[config.mk]
export PLATFORM = sky130hd
export DESIGN_NAME = muldiv_sequencer
export DESIGN_NICKNAME = d
export VERILOG_FILES = /design/src/rtl/muldiv_pkg.sv /design/src/rtl/muldiv_iter_counter.sv /design/src/rtl/muldiv_sequencer.sv
export SDC_FILE = /design/constraint.sdc
export NUM_CORES = 1
export LEC_CHECK = 0
export ABC_AREA = 1
export CAP_MARGIN = 20
export CORE_MARGIN = 3
export CORE_UTILIZATION = 50
export CTS_BUF_LIST = sky130_fd_sc_hd__clkbuf_4 sky130_fd_sc_hd__clkbuf_8
export DETAILED_ROUTE_END_ITERATION = 12
export DONT_BUFFER_PORTS = 1
export HOLD_SLACK_MARGIN = 0.12
export PLACE_DENSITY = 0.76
export SLEW_MARGIN = 20
export SYNTH_ARGS = -nofsm -noshare
export SYNTH_HDL_FRONTEND = slang
export SYNTH_SLANG_ARGS = --single-unit
[constraint.sdc]
create_clock -name clk -period 1.35 [get_ports clk]
set_clock_uncertainty 0.2 [all_clocks]
set_input_delay 0.405 -clock clk [delete_from_list [all_inputs] [get_ports clk]]
set_output_delay 0.405 -clock clk [all_outputs]
set_load 0.03 [all_outputs]
[src/rtl/muldiv_pkg.sv]
// Shared types and constants for the multiply/divide sequencer.
// Optional early divide-by-zero detection is enabled by defining MULDIV_EARLY_ZERO_EN.
package muldiv_pkg;

    localparam int ITER_WIDTH = 8;

    typedef enum logic [3:0] {
        ST_IDLE,
        ST_FETCH_A,
        ST_FETCH_A_WAIT,
        ST_FETCH_B,
        ST_FETCH_B_WAIT,
        ST_CLEAR,
        ST_RUN,
        ST_WRITE,
        ST_EXC
    } stateT;

    localparam logic [1:0] OP_MULT = 2'b00;
    localparam logic [1:0] OP_DIV  = 2'b01;
    localparam logic [1:0] OP_DIVM = 2'b10;
    localparam logic [1:0] OP_RSVD = 2'b11;

    localparam logic [1:0] FETCH_NONE = 2'b00;
    localparam logic [1:0] FETCH_A    = 2'b01;
    localparam logic [1:0] FETCH_B    = 2'b10;

    function automatic logic isDivOp(input logic [1:0] opCode);
        return (opCode == OP_DIV) || (opCode == OP_DIVM);
    endfunction

endpackage

[src/rtl/muldiv_iter_counter.sv]
// Loadable down-counter tracking the Mult/Div iteration window; saturates at zero.
module muldiv_iter_counter
    import muldiv_pkg::*;
(
    input  logic                  clk,
    input  logic                  reset,
    input  logic                  load,
    input  logic [ITER_WIDTH-1:0] loadValue,
    input  logic                  dec,
    output logic                  isZero
);

    logic [ITER_WIDTH-1:0] countReg;

    always_ff @(posedge clk or posedge reset) begin
        if (reset) begin
            countReg <= '0;
        end else if (load) begin
            countReg <= loadValue;
        end else if (dec && (countReg != '0)) begin
            countReg <= countReg - 1'b1;
        end
    end

    assign isZero = (countReg == '0);

endmodule

[src/rtl/muldiv_sequencer.sv]
// Moore sequencer for the shared Mult/Div unit, operand latches and Hi/Lo loads.
// Define MULDIV_EARLY_ZERO_EN to raise the divide-by-zero exception from CLEAR using divisor_zero.
module muldiv_sequencer
    import muldiv_pkg::*;
#(
    parameter int ITER_CYCLES = 32
) (
    input  logic       clk,
    input  logic       reset,
    input  logic       start,
    input  logic [1:0] op,
    input  logic       zero_div,
    input  logic       divisor_zero,
    output logic       busy,
    output logic       done,
    output logic       zero_div_exc,
    output logic       unit_reset,
    output logic       mult_div_sel,
    output logic       mem_a_sel,
    output logic       mem_b_sel,
    output logic [1:0] mem_fetch,
    output logic       aux_a_load,
    output logic       aux_b_load,
    output logic       hi_load,
    output logic       lo_load
);

    localparam logic [ITER_WIDTH-1:0] ITER_LOAD = ITER_WIDTH'(ITER_CYCLES - 1);

    stateT      stateReg;
    logic [1:0] opReg;
    logic       counterZero;
    logic       divActive;

    assign divActive = isDivOp(opReg);

    muldiv_iter_counter u_counter (
        .clk       (clk),
        .reset     (reset),
        .load      (stateReg == ST_CLEAR),
        .loadValue (ITER_LOAD),
        .dec       (stateReg == ST_RUN),
        .isZero    (counterZero)
    );

`ifndef MULDIV_EARLY_ZERO_EN
    logic unusedDivisorZero;
    assign unusedDivisorZero = divisor_zero;
`endif

    always_ff @(posedge clk or posedge reset) begin
        if (reset) begin
            stateReg     <= ST_IDLE;
            opReg        <= OP_MULT;
            busy         <= 1'b0;
            done         <= 1'b0;
            zero_div_exc <= 1'b0;
            unit_reset   <= 1'b0;
            mult_div_sel <= 1'b0;
            mem_a_sel    <= 1'b0;
            mem_b_sel    <= 1'b0;
            mem_fetch    <= FETCH_NONE;
            aux_a_load   <= 1'b0;
            aux_b_load   <= 1'b0;
            hi_load      <= 1'b0;
            lo_load      <= 1'b0;
        end else begin
            // Every pulse output defaults low; states below raise what the next cycle needs.
            done         <= 1'b0;
            zero_div_exc <= 1'b0;
            unit_reset   <= 1'b0;
            mem_fetch    <= FETCH_NONE;
            aux_a_load   <= 1'b0;
            aux_b_load   <= 1'b0;
            hi_load      <= 1'b0;
            lo_load      <= 1'b0;
            case (stateReg)
                ST_IDLE: begin
                    if (start && (op != OP_RSVD)) begin
                        opReg        <= op;
                        busy         <= 1'b1;
                        mult_div_sel <= (op != OP_MULT);
                        mem_a_sel    <= (op == OP_DIVM);
                        mem_b_sel    <= (op == OP_DIVM);
                        if (op == OP_DIVM) begin
                            stateReg  <= ST_FETCH_A;
                            mem_fetch <= FETCH_A;
                        end else begin
                            stateReg   <= ST_CLEAR;
                            unit_reset <= 1'b1;
                        end
                    end
                end
                ST_FETCH_A: begin
                    stateReg   <= ST_FETCH_A_WAIT;
                    aux_a_load <= 1'b1;
                end
                ST_FETCH_A_WAIT: begin
                    stateReg  <= ST_FETCH_B;
                    mem_fetch <= FETCH_B;
                end
                ST_FETCH_B: begin
                    stateReg   <= ST_FETCH_B_WAIT;
                    aux_b_load <= 1'b1;
                end
                ST_FETCH_B_WAIT: begin
                    stateReg   <= ST_CLEAR;
                    unit_reset <= 1'b1;
                end
                ST_CLEAR: begin
`ifdef MULDIV_EARLY_ZERO_EN
                    if (divActive && divisor_zero) begin
                        stateReg     <= ST_EXC;
                        zero_div_exc <= 1'b1;
                    end else begin
                        stateReg <= ST_RUN;
                    end
`else
                    stateReg <= ST_RUN;
`endif
                end
                ST_RUN: begin
                    // A divide fault wins over the final iteration.
                    if (divActive && zero_div) begin
                        stateReg     <= ST_EXC;
                        zero_div_exc <= 1'b1;
                    end else if (counterZero) begin
                        stateReg <= ST_WRITE;
                        done     <= 1'b1;
                        hi_load  <= 1'b1;
                        lo_load  <= 1'b1;
                    end
                end
                ST_WRITE, ST_EXC: begin
                    stateReg <= ST_IDLE;
                    busy     <= 1'b0;
                end
                default: begin
                    stateReg <= ST_IDLE;
                    busy     <= 1'b0;
                end
            endcase
        end
    end

endmodule

==> parameters.txt, run 1 <==
Parameter                              Value

Placed design
  I/O Buffers    0
  Post-Place Setup Slack    -0.211 ns
  Final GP Congestion    0.789
  Total half-perimeter wirelength after legalization and detailed placement    between 1500 and 2000 um
  Total cell area at the placement stage    ~1500 um2

Global route
  Overall Global Routing Usage    around 20%
  Number of global-route vias before repair    about 1.1k
  First-pass GRT wire length    approximately 4900 um
  GRT overflow    0
  Number of antenna violations at the first check in global routing    0
  Largest net degree at the start of global routing    20

Layout
  Area Overhead vs Synth    45.5%
  Most common cell after layout, fill and taps aside    sky130_fd_sc_hd__nand2_1
  Fraction of final layout cells with drive strength greater than 1    48.7%
  Nets@finish    208
  Top library cells by usage in the layout, fill and taps aside    sky130_fd_sc_hd__nand2_1, sky130_fd_sc_hd__buf_4, sky130_fd_sc_hd__inv_1, sky130_fd_sc_hd__dfrtp_1, sky130_fd_sc_hd__nor2_4
  Cell area after layout    ~1800 um2
  Antenna Diode Count    0
  Utilization after layout    roughly four fifths

Routing
  Count of routing violations after the opening detailed-route iteration    26
  Router iterations before antenna repair    4
  Routed WL per cell    14.4 um
  Total detailed-routing wirelength    between 3000 and 4000 um
  Residual antenna-violating net count after detailed routing    0
  Post-DR vias/cell    just over 5
  Total via count in the routed design    1,147
  Number of design rule violations left after detail routing    0

CTS
  Max H-tree Level    1
  TritonCTS clock tree    done
  Max clock buf depth    2
  Number of CTS-inserted buffers    3
  Clock latency reported for the late side of the worst-skew pair    between 0.3 and 0.4 ns
  Total clock sinks    24
  Clock transition time at the flip-flop clock pins of the worst setup and hold paths    approximately 0.13 ns
  Root cell of the clock tree    sky130_fd_sc_hd__clkbuf_4

Logic synthesis
  Cell taking the most area after synthesis    sky130_fd_sc_hd__dfrtp_1
  Post-synth net total    between 150 and 200
  Area fraction of the dominant cell type after synthesis    between 40% and 50%
  Distinct cells, synth    22
  Syn avg cell area    approximately 8 um2
  Fraction of the yosys area taken by sequential cells    approximately 49%
  Dominant synthesized flop cell    sky130_fd_sc_hd__dfrtp_1
  Most area-consuming cells after synthesis    sky130_fd_sc_hd__dfrtp_1, sky130_fd_sc_hd__nand2_1, sky130_fd_sc_hd__inv_1
  Syn Std Cell Area    1230 um2
  Ys async rst share    100%
  Gate Count Post-Synth    between 150 and 200
  EDFF count, synth    0
  Number of flip-flops and latches in the synthesized netlist    24
  Yosys warning count    0

Setup path
  CP most frequent cell    sky130_fd_sc_hd__nor2_4
  Critical path fanouts, max    6
  Crit path launch type    flop
  Cell type group with the largest total delay on the critical path    flip-flops
  Cells traversed along the worst timing path    inv_2 -> ha_4 -> nand2_4 -> nor2_4 -> nor2_4 -> buf_6 -> o21ai_2 -> nand2_1
  Worst setup path category    flop to flop
  Total buffers and inverters traversed by the critical path    2
  Delay of the slowest cell on the worst path    around 0.42 ns
  Required time of the worst setup path    roughly 1.4 ns
  Critical path endpoint category    flop
  Data arrival time at the worst-slack endpoint    ~1.5 ns
  Worst path slowest cell    sky130_fd_sc_hd__dfrtp_1

Die
  Row count    17
  Core Footprint    2280 um2
  Starting utilization of the core area    54.2%
  Die outline height    roughly 56 um
  Die Span X    around 56 um
  Ports    20
  Die footprint    just over 3000 um2

Timing
  Worst max-slew margin expressed relative to the limit    81.6%
  Worst setup slack after layout    -0.161 ns
  RSZ-0062 raised after global routing    yes
  Tcrit/Tclk final    112%
  Pins over their slew limit    0
  Final hold vios    0
  Post-layout min period    about 1.5 ns
  Least-Margin Pin Slew    approximately 0.28 ns
  Finish-stage setup viols    31
  Achievable clock frequency    between 600 and 700 MHz

Flow run
  Max-cap check violation count    0

Power
  Power per standard cell area    2300 nW/um2
  Post-layout power    0.00412 W
  Cell leakage power    ~0.9 nW
  Largest vdd supply drop    0.00167 V

Status
  Result of the run    finished, violations left
  Violated checks    negative setup slack

Hold path
  Worst min-delay path class    input port to flop
layout make-up:
type	instances	area [um2]
multi-input cells	106	664
flip-flops and latches	24	613
fillers	138	483
repair buffers	40	368
inverters	24	90.1
well taps	28	35.0
clock buffers	3	22.5
repair_timing:
item                                   4_1_cts  5_1_grt
endpoints found under the hold margin       29        0
cloned                                       1        0
hold buffers                                 3        0
setup endpoints to repair                   29       34
pin swaps                                   16       14
buffers inserted                             4        6
resized for setup                           32       31
sequential cells by signal, indices dropped and copies added, names as in the netlist:
| name | flops |
|---|---|
| aux_a_load | 1 |
| aux_b_load | 1 |
| busy | 1 |
| lo_load | 1 |
| mem_b_sel | 1 |
| mem_fetch | 2 |
| mult_div_sel | 1 |
| opReg | 2 |
| stateReg | 4 |
| u_counter.countReg | 8 |
| unit_reset | 1 |
| zero_div_exc | 1 |
routing by layer:
metal / vias to the layer above / routed length (um) / global-route usage [%]
li1: 562 / - / -
met1: 538 / 1280 / 22.7
met2: 31 / 1700 / 35.0
met3: 16 / 110 / 3.71
met4: 0 / 155 / 13.5
met5: - / 0 / 0
power by group:
group / total, W / internal, W / switching [W]
Clock: 0.000318 / 0.000105 / 0.000213
Sequential: 0.00140 / 0.00102 / 0.000382
Combinational: 0.00241 / 0.00112 / 0.00129
worst reg2reg max path, cell delays in order (launching register included):
cell and delay [ns]:
sky130_fd_sc_hd__dfrtp_1 0.42, sky130_fd_sc_hd__inv_2 0.09, sky130_fd_sc_hd__ha_4 0.14, sky130_fd_sc_hd__nand2_4 0.06, sky130_fd_sc_hd__nor2_4 0.16, sky130_fd_sc_hd__nor2_4 0.08, sky130_fd_sc_hd__buf_6 0.12, sky130_fd_sc_hd__o21ai_2 0.09
sky130_fd_sc_hd__nand2_1 0.06
logic make-up after synthesis:
kind of cell	after synthesis	share of synthesized area, %
compound gates	11	5.18
xor+xnor	1	0.711
fa+ha+maj	2	2.03
flops	24	48.7
simple gates	91	33.3
buf+inv	28	10.1
Yosys cell counts (2+ instances only):
cell type and number:
sky130_fd_sc_hd__nand2_1 47, sky130_fd_sc_hd__buf_4 3, sky130_fd_sc_hd__nand3_1 6, sky130_fd_sc_hd__nand4_1 4
sky130_fd_sc_hd__o21ai_0 4, sky130_fd_sc_hd__nor3_1 2, sky130_fd_sc_hd__nand2_2 3, sky130_fd_sc_hd__inv_1 23
sky130_fd_sc_hd__dfrtp_1 24, sky130_fd_sc_hd__nor2_4 4, sky130_fd_sc_hd__ha_1 2, sky130_fd_sc_hd__nor2_1 21
sky130_fd_sc_hd__a21oi_1 4, sky130_fd_sc_hd__nor2_2 2
worst paths after layout:
check                                             startpoint                                end  slack, ns  cells after the start
max                        u_counter.countReg[1]$_DFFE_PP0P_  u_counter.countReg[1]$_DFFE_PP0P_      -0.16                      8
min                                                    op[0]               unit_reset$_DFF_PP0_       0.17                      4
max reg2reg                u_counter.countReg[1]$_DFFE_PP0P_  u_counter.countReg[1]$_DFFE_PP0P_      -0.16                      8
min reg2reg                             opReg[1]$_DFFE_PP0P_               opReg[1]$_DFFE_PP0P_       0.39                      2
max in group asynchronous                              reset               unit_reset$_DFF_PP0_       0.31                      3
min in group asynchronous                              reset               opReg[0]$_DFFE_PP0P_       0.25                      2
through the flow:
step / cells / hold slack [ns] / TNS [ns]
2_1_floorplan: 157 / 0.220 / -0.563
3_3_place_gp: 209 / 0.0310 / -1.31
3_5_place_dp: 209 / 0.0406 / -1.71
4_1_cts: 219 / 0.148 / -2.68
5_1_grt: 225 / 0.193 / -5.22
6_report: 225 / 0.172 / -3.35
Power figures use the tool's default switching activity.
==> inputs of run 2 (changes only) <==
--- a/config.mk
+++ b/config.mk
@@ -6,7 +6,7 @@
 export NUM_CORES = 1
 export LEC_CHECK = 0
 export ABC_AREA = 1
-export CAP_MARGIN = 20
+export CAP_MARGIN = 5
 export CORE_MARGIN = 3
 export CORE_UTILIZATION = 50
 export CTS_BUF_LIST = sky130_fd_sc_hd__clkbuf_4 sky130_fd_sc_hd__clkbuf_8
==> results of run 2 <==
Final layout, timing and power as in run 1 (identical DEF).
==> inputs of run 3 (changes only) <==
--- a/config.mk
+++ b/config.mk
@@ -6,7 +6,7 @@
 export NUM_CORES = 1
 export LEC_CHECK = 0
 export ABC_AREA = 1
-export CAP_MARGIN = 5
+export CAP_MARGIN = 20
 export CORE_MARGIN = 3
 export CORE_UTILIZATION = 50
 export CTS_BUF_LIST = sky130_fd_sc_hd__clkbuf_4 sky130_fd_sc_hd__clkbuf_8
@@ -14,7 +14,7 @@
 export DONT_BUFFER_PORTS = 1
 export HOLD_SLACK_MARGIN = 0.12
 export PLACE_DENSITY = 0.76
-export SLEW_MARGIN = 20
+export RECOVER_POWER = 100
 export SYNTH_ARGS = -nofsm -noshare
 export SYNTH_HDL_FRONTEND = slang
 export SYNTH_SLANG_ARGS = --single-unit
==> parameters.txt, run 3 (same netlist as run 1, synthesis figures left out) <==
Parameter                              Value

Setup path
  Required time of the worst setup path    between 1 and 1.5 ns
  Number of cells traversed by the worst register-to-register path    8
  Critical path fanouts, max    6
  Reg-to-Reg Start    u_counter.countReg[1]$_DFFE_PP0P_
  Critical path endpoint category    flop
  Data arrival time at the worst-slack endpoint    around 1.5 ns
  Crit path launch type    flop
  R2r endpoint    u_counter.countReg[1]$_DFFE_PP0P_
  Worst setup path category    flop to flop
  Reg2Reg Setup Slack    -0.16 ns

Global route
  GRT overflow    0
  Overall Global Routing Usage    about a fifth
  First-pass GRT wire length    4940 um
  Number of global-route vias before repair    1,147
  Number of antenna violations at the first check in global routing    0
  Largest net degree at the start of global routing    20

Layout
  Cell area after layout    ~1800 um2
  Antenna Diode Count    0
  Largest register FFs    8
  Utilization after layout    between 70% and 80%
  Final non-filler cell total    225
  Most common cell after layout, fill and taps aside    sky130_fd_sc_hd__nand2_1
  Registers with the highest flip-flop counts    u_counter.countReg: 8 flops, stateReg: 4 flops
  Top library cells by usage in the layout, fill and taps aside    sky130_fd_sc_hd__nand2_1, sky130_fd_sc_hd__buf_4, sky130_fd_sc_hd__inv_1, sky130_fd_sc_hd__dfrtp_1, sky130_fd_sc_hd__nor2_4
  Area Overhead vs Synth    44.5%
  Fraction of final layout cells with drive strength greater than 1    about half
  Register name with the most flops    u_counter.countReg
  Nets@finish    between 200 and 250

Routing
  Total detailed-routing wirelength    approximately 3200 um
  Residual antenna-violating net count after detailed routing    0
  Number of design rule violations left after detail routing    0
  Routed WL per cell    between 10 and 15 um
  Router iterations before antenna repair    4
  Total via count in the routed design    1,149
  Count of routing violations after the opening detailed-route iteration    26
  Post-DR vias/cell    between 5 and 6

Die
  Row count    17
  Die footprint    between 3000 and 4000 um2
  Core Footprint    about 2300 um2
  Die outline height    about 56 um
  Die Span X    between 50 and 60 um
  Starting utilization of the core area    between 50 and 60%
  Ports    20

CTS
  Max H-tree Level    1
  Total clock sinks    24
  Number of CTS-inserted buffers    3
  Max clock buf depth    2
  TritonCTS clock tree    done
  Clock latency reported for the late side of the worst-skew pair    approximately 0.32 ns
  Root cell of the clock tree    sky130_fd_sc_hd__clkbuf_4
  Clock transition time at the flip-flop clock pins of the worst setup and hold paths    about 0.13 ns

Timing
  Post-layout min period    ~1.5 ns
  Pins over their slew limit    0
  Finish-stage setup viols    32
  Worst max-slew margin expressed relative to the limit    81.3%
  Tcrit/Tclk final    112%
  Achievable clock frequency    between 600 and 700 MHz
  Worst setup slack after layout    -0.160 ns
  RSZ-0062 raised after global routing    yes
  Final hold vios    0
  Least-Margin Pin Slew    roughly 0.28 ns

Status
  Result of the run    finished, violations left
  Violated checks    negative setup slack

Power
  Cell internal power dissipation    around 0.0022 W
  Cell leakage power    ~0.9 nW
  Largest vdd supply drop    approximately 0.0017 V
  Psw    ~0.0019 W
  Power per standard cell area    approximately 2300 nW/um2
  Fraction of power consumed by sequential logic    approximately a third
  Switch share    approximately 46%
  Share of total power in the clock network    under 10%
  Post-layout power    0.00412 W
  Combinational share of power    around three fifths

Placed design
  Total half-perimeter wirelength after legalization and detailed placement    roughly 2000 um
  Final GP Congestion    0.789
  Number of instances in the placed design    209
  I/O Buffers    0
  Total cell area at the placement stage    ~1500 um2

Hold path
  Start point of the worst hold path    op[0]
  Hold path endpoint    unit_reset$_DFF_PP0_
  Worst min-delay path class    input port to flop
  Hold path depth    4

Flow run
  Max-cap check violation count    0
[run 3: cell types whose count changed in the layout (fill, tap and decap cells not counted), sizes merged]
cell,change
buf,-1
clkbuf,+1
[run 3: worst max path at each step]
stage                                      start                                end  slack [ns]  cells after the start
6_report       u_counter.countReg[1]$_DFFE_PP0P_  u_counter.countReg[1]$_DFFE_PP0P_       -0.16                      8
3_5_place_dp   u_counter.countReg[0]$_DFFE_PP0P_  u_counter.countReg[1]$_DFFE_PP0P_       -0.21                      8
2_1_floorplan  u_counter.countReg[1]$_DFFE_PP0P_  u_counter.countReg[3]$_DFFE_PP0P_       -0.09                      9
5_1_grt                  stateReg[0]$_DFFE_PP0P_  u_counter.countReg[3]$_DFFE_PP0P_       -0.27                      8
4_1_cts        u_counter.countReg[1]$_DFFE_PP0P_  u_counter.countReg[1]$_DFFE_PP0P_       -0.17                      8
3_3_place_gp             stateReg[3]$_DFFE_PP0P_  u_counter.countReg[1]$_DFFE_PP0P_       -0.17                      8
[run 3: stage by stage]
step | TNS [ns] | hold WS (ns) | setup slack [ns]
after floorplan | -0.563 | 0.220 | -0.0930
after global placement | -1.31 | 0.0310 | -0.172
after detailed placement | -1.71 | 0.0406 | -0.211
after CTS | -2.68 | 0.148 | -0.169
after global routing | -5.22 | 0.193 | -0.273
final | -3.30 | 0.172 | -0.160
[run 3: worst max-delay path, cell delays in order (launching register included)]
cell,delay (ns)
sky130_fd_sc_hd__dfrtp_1,0.42
sky130_fd_sc_hd__inv_2,0.09
sky130_fd_sc_hd__ha_4,0.14
sky130_fd_sc_hd__nand2_4,0.05
sky130_fd_sc_hd__nor2_4,0.16
sky130_fd_sc_hd__nor2_4,0.08
sky130_fd_sc_hd__buf_6,0.12
sky130_fd_sc_hd__o21ai_2,0.09
sky130_fd_sc_hd__nand2_1,0.06
[run 3: power groups by stage]
stage / logic [W] / registers (W) / clock network (W)
2_1_floorplan: 0.00102 / 0.00136 / 0
3_3_place_gp: 0.00167 / 0.00132 / 0
3_5_place_dp: 0.00175 / 0.00134 / 0
4_1_cts: 0.00200 / 0.00136 / 0.000328
5_1_grt: 0.00265 / 0.00142 / 0.000344
6_report: 0.00241 / 0.00140 / 0.000316
[run 3: what timing repair did]
item | 4_1_cts | 5_1_grt
pin swaps | 16 | 14
endpoints found under the hold margin | 29 | 0
setup buffers | 4 | 6
gates cloned | 1 | 0
setup endpoints to repair | 29 | 34
resized for setup | 32 | 31
hold buffers | 3 | 0
[run 3: area by class of cell]
type | count | area (um2)
Tap cell | 28 | 35.0
Inverter | 24 | 90.1
Multi-Input combinational cell | 106 | 664
Timing Repair Buffer | 40 | 355
Fill cell | 140 | 495
Sequential cell | 24 | 613
Clock buffer | 3 | 22.5
[run 3: metal layers]
metal / vias up / wire, um / track usage [%]
li1: 563 / - / -
met1: 541 / 1270 / 22.7
met2: 29 / 1710 / 35.0
met3: 16 / 107 / 3.71
met4: 0 / 155 / 13.5
met5: - / 0 / 0
==> RTL change (settings of run 1) <==
Build with the macro `MULDIV_EARLY_ZERO_EN` defined.
--- a/src/rtl/muldiv_sequencer.sv
+++ b/src/rtl/muldiv_sequencer.sv
@@ -1,4 +1,6 @@
 // Moore sequencer for the shared Mult/Div unit, operand latches and Hi/Lo loads.
 // Define MULDIV_EARLY_ZERO_EN to raise the divide-by-zero exception from CLEAR using divisor_zero.
+`define MULDIV_EARLY_ZERO_EN
+
 module muldiv_sequencer
     import muldiv_pkg::*;
Formal check against the unedited RTL: not equivalent (a bounded check fails within 4 cycles, from zero or initial values and one cycle with reset high).
==> RTL change against run 1 <==
The run still ends with negative setup slack left. Final area is 1.5% lower. Sequential cell count unchanged. Sequential share of layout area rose by 0.44 points. Routed wire length decreased by 1.5%. Critical path depth unchanged. Worst setup slack lost 61 ps. Fmax shrank 3.9%. Synthesized cell count increased by 0.64%. Synthesized area decreased by 0.61%. Power fell by 3.6%. Largest power group unchanged.
==> RTL change: results (changes against run 1) <==
| Metric | Value |
|---|---|
| Routed len/inst | `14.2 um (-1.5%)` |
| Critical Path End Type | `register` |
| Hold Path End | `stateReg[3]$_DFFE_PP0P_` |
| Clock-cell share | `0.0205 (+0.00798)` |
| Syn nets | `167 (+0.60%)` |
| Hold Path Origin | `zero_div` |
| Total global-route track usage | `0.220 (+0.0164)` |
| GP Congestion | `0.866 (+9.8%)` |
| Nets | `207 (-0.48%)` |
| Vias in the first global route | `1197 (+4.4%)` |
| Seq Cell Count | `24 (unchanged)` |
| Switching part of the total | `0.453 (-0.00401)` |
| Post-synth cell types | `21 (-4.5%)` |
| Maximum number of pins on one net before global-route repair | `25 (+25%)` |
| Clock buf count | `4 (+1)` |
| Initial DRC count | `46 (+77%)` |
| Synth top area cells | `dfrtp_1, nand2_1, inv_1` |
| Setup Viol. Count Final | `31 (unchanged)` |
| Post-DP HPWL | `2040 um (+2.0%)` |
| Non-CTS inverters | `24 (unchanged)` |
| Fillcell total | `129 (-6.5%)` |
| Routed vias/inst | `5.25 (+3.1%)` |
| First-pass GRT wire length | `5330 um (+7.8%)` |
| Most common library cells after synthesis | `nand2_1, dfrtp_1, inv_1, nor2_1, nand3_1` |
| Max FO, Critical Path | `7 (+1)` |
| Worst path arrival time | `1640 ps (+100 ps)` |
| Layout cell share with drive strength beyond 1 | `0.467 (-0.0203)` |
| Fin Hold WS | `77.9 ps (-93.8 ps)` |
| Hold Crit Class | `primary input to register` |
| Reg2reg end | `u_counter.countReg[6]$_DFFE_PP0P_` |
| Hold Path Depth | `2 (-2)` |
| Non-clock buffers, area share | `0.191 (-0.0147)` |
| Register area | `612 um^2 (-0.20%)` |
| Antenna diode count | `0 (unchanged)` |
| Setup WS post-layout | `-221 ps (-60.7 ps)` |
| Violated checks | `negative setup slack` |
| Area of the multi-input gates | `654 um^2 (-1.5%)` |
| Relative slew slack | `0.790 (-0.0253)` |
| Seq/Total Area, Yosys | `0.490 (+0.00299)` |
| Status | `finished with violations` |
| LEAKAGE | `0.878 nW (-2.3%)` |
| VDD IR max | `0.00150 V (-10%)` |
| FF-to-FF Start | `u_counter.countReg[0]$_DFFE_PP0P_` |
| Worst-path clk slew | `140 ps` |
| Bufs w/o clock | `39 (-2.5%)` |
| Crit. Startpoint | `u_counter.countReg[0]$_DFFE_PP0P_` |
==> RTL change: cell families (layout without fill, tap and decap cells) <==
| family | Yosys count | count (layout) | share of synthesized area |
|---|---|---|---|
| buf+inv | 28 | 67 | 0.101 |
| fa+ha+maj | 2 | 2 | 0.0204 |
| simple gates | 90 | 90 | 0.326 |
| compound gates | 14 | 14 | 0.0623 |
| flops | 24 | 24 | 0.490 |
==> RTL change: per-stage QoR <==
| stage | std cells | area [um^2] | power [mW] | TNS (ps) |
|---|---|---|---|---|
| after floorplan | 158 | 1240 | 2.34 | -478 |
| after global placement | 209 | 1470 | 2.93 | -1600 |
| after detailed placement | 209 | 1470 | 3.02 | -2430 |
| after CTS | 222 | 1720 | 3.81 | -3020 |
| after global routing | 225 | 1770 | 4.26 | -5600 |
| final | 225 | 1770 | 3.97 | -3580 |
==> RTL change: what timing repair did <==
action	in CTS	in global routing
endpoints found under the hold margin	31	2
pin swaps	14	6
resized for setup	46	9
endpoints found under the setup margin	32	33
setup buffers	6	4
gates cloned	0	0
==> RTL change: layer usage <==
metal  part of all wire  up-vias  global-route usage  wire (um)
met1               0.41      567               0.264       1310
met5                  0        -                   0          0
met2               0.52       35               0.378       1670
met4              0.026        0               0.104         82
met3              0.042        9              0.0374        133
li1                   -      571                   -          -
==> RTL change: worst max-delay path, cell delays in order, from the launching register on <==
cell	delay, ps
dfrtp_1	400
inv_2	70
ha_4	160
nand2_4	70
nor2_4	50
nor2_4	210
buf_6	170
nand4_1	90
nand2_1	100
==> RTL change: power groups by stage <==
stage	Sequential [mW]	Clock (mW)	Combinational, mW
after floorplan	1.38	0	0.962
after global placement	1.35	0	1.58
after detailed placement	1.36	0	1.66
after CTS	1.39	0.401	2.02
after global routing	1.44	0.434	2.39
final	1.41	0.390	2.18
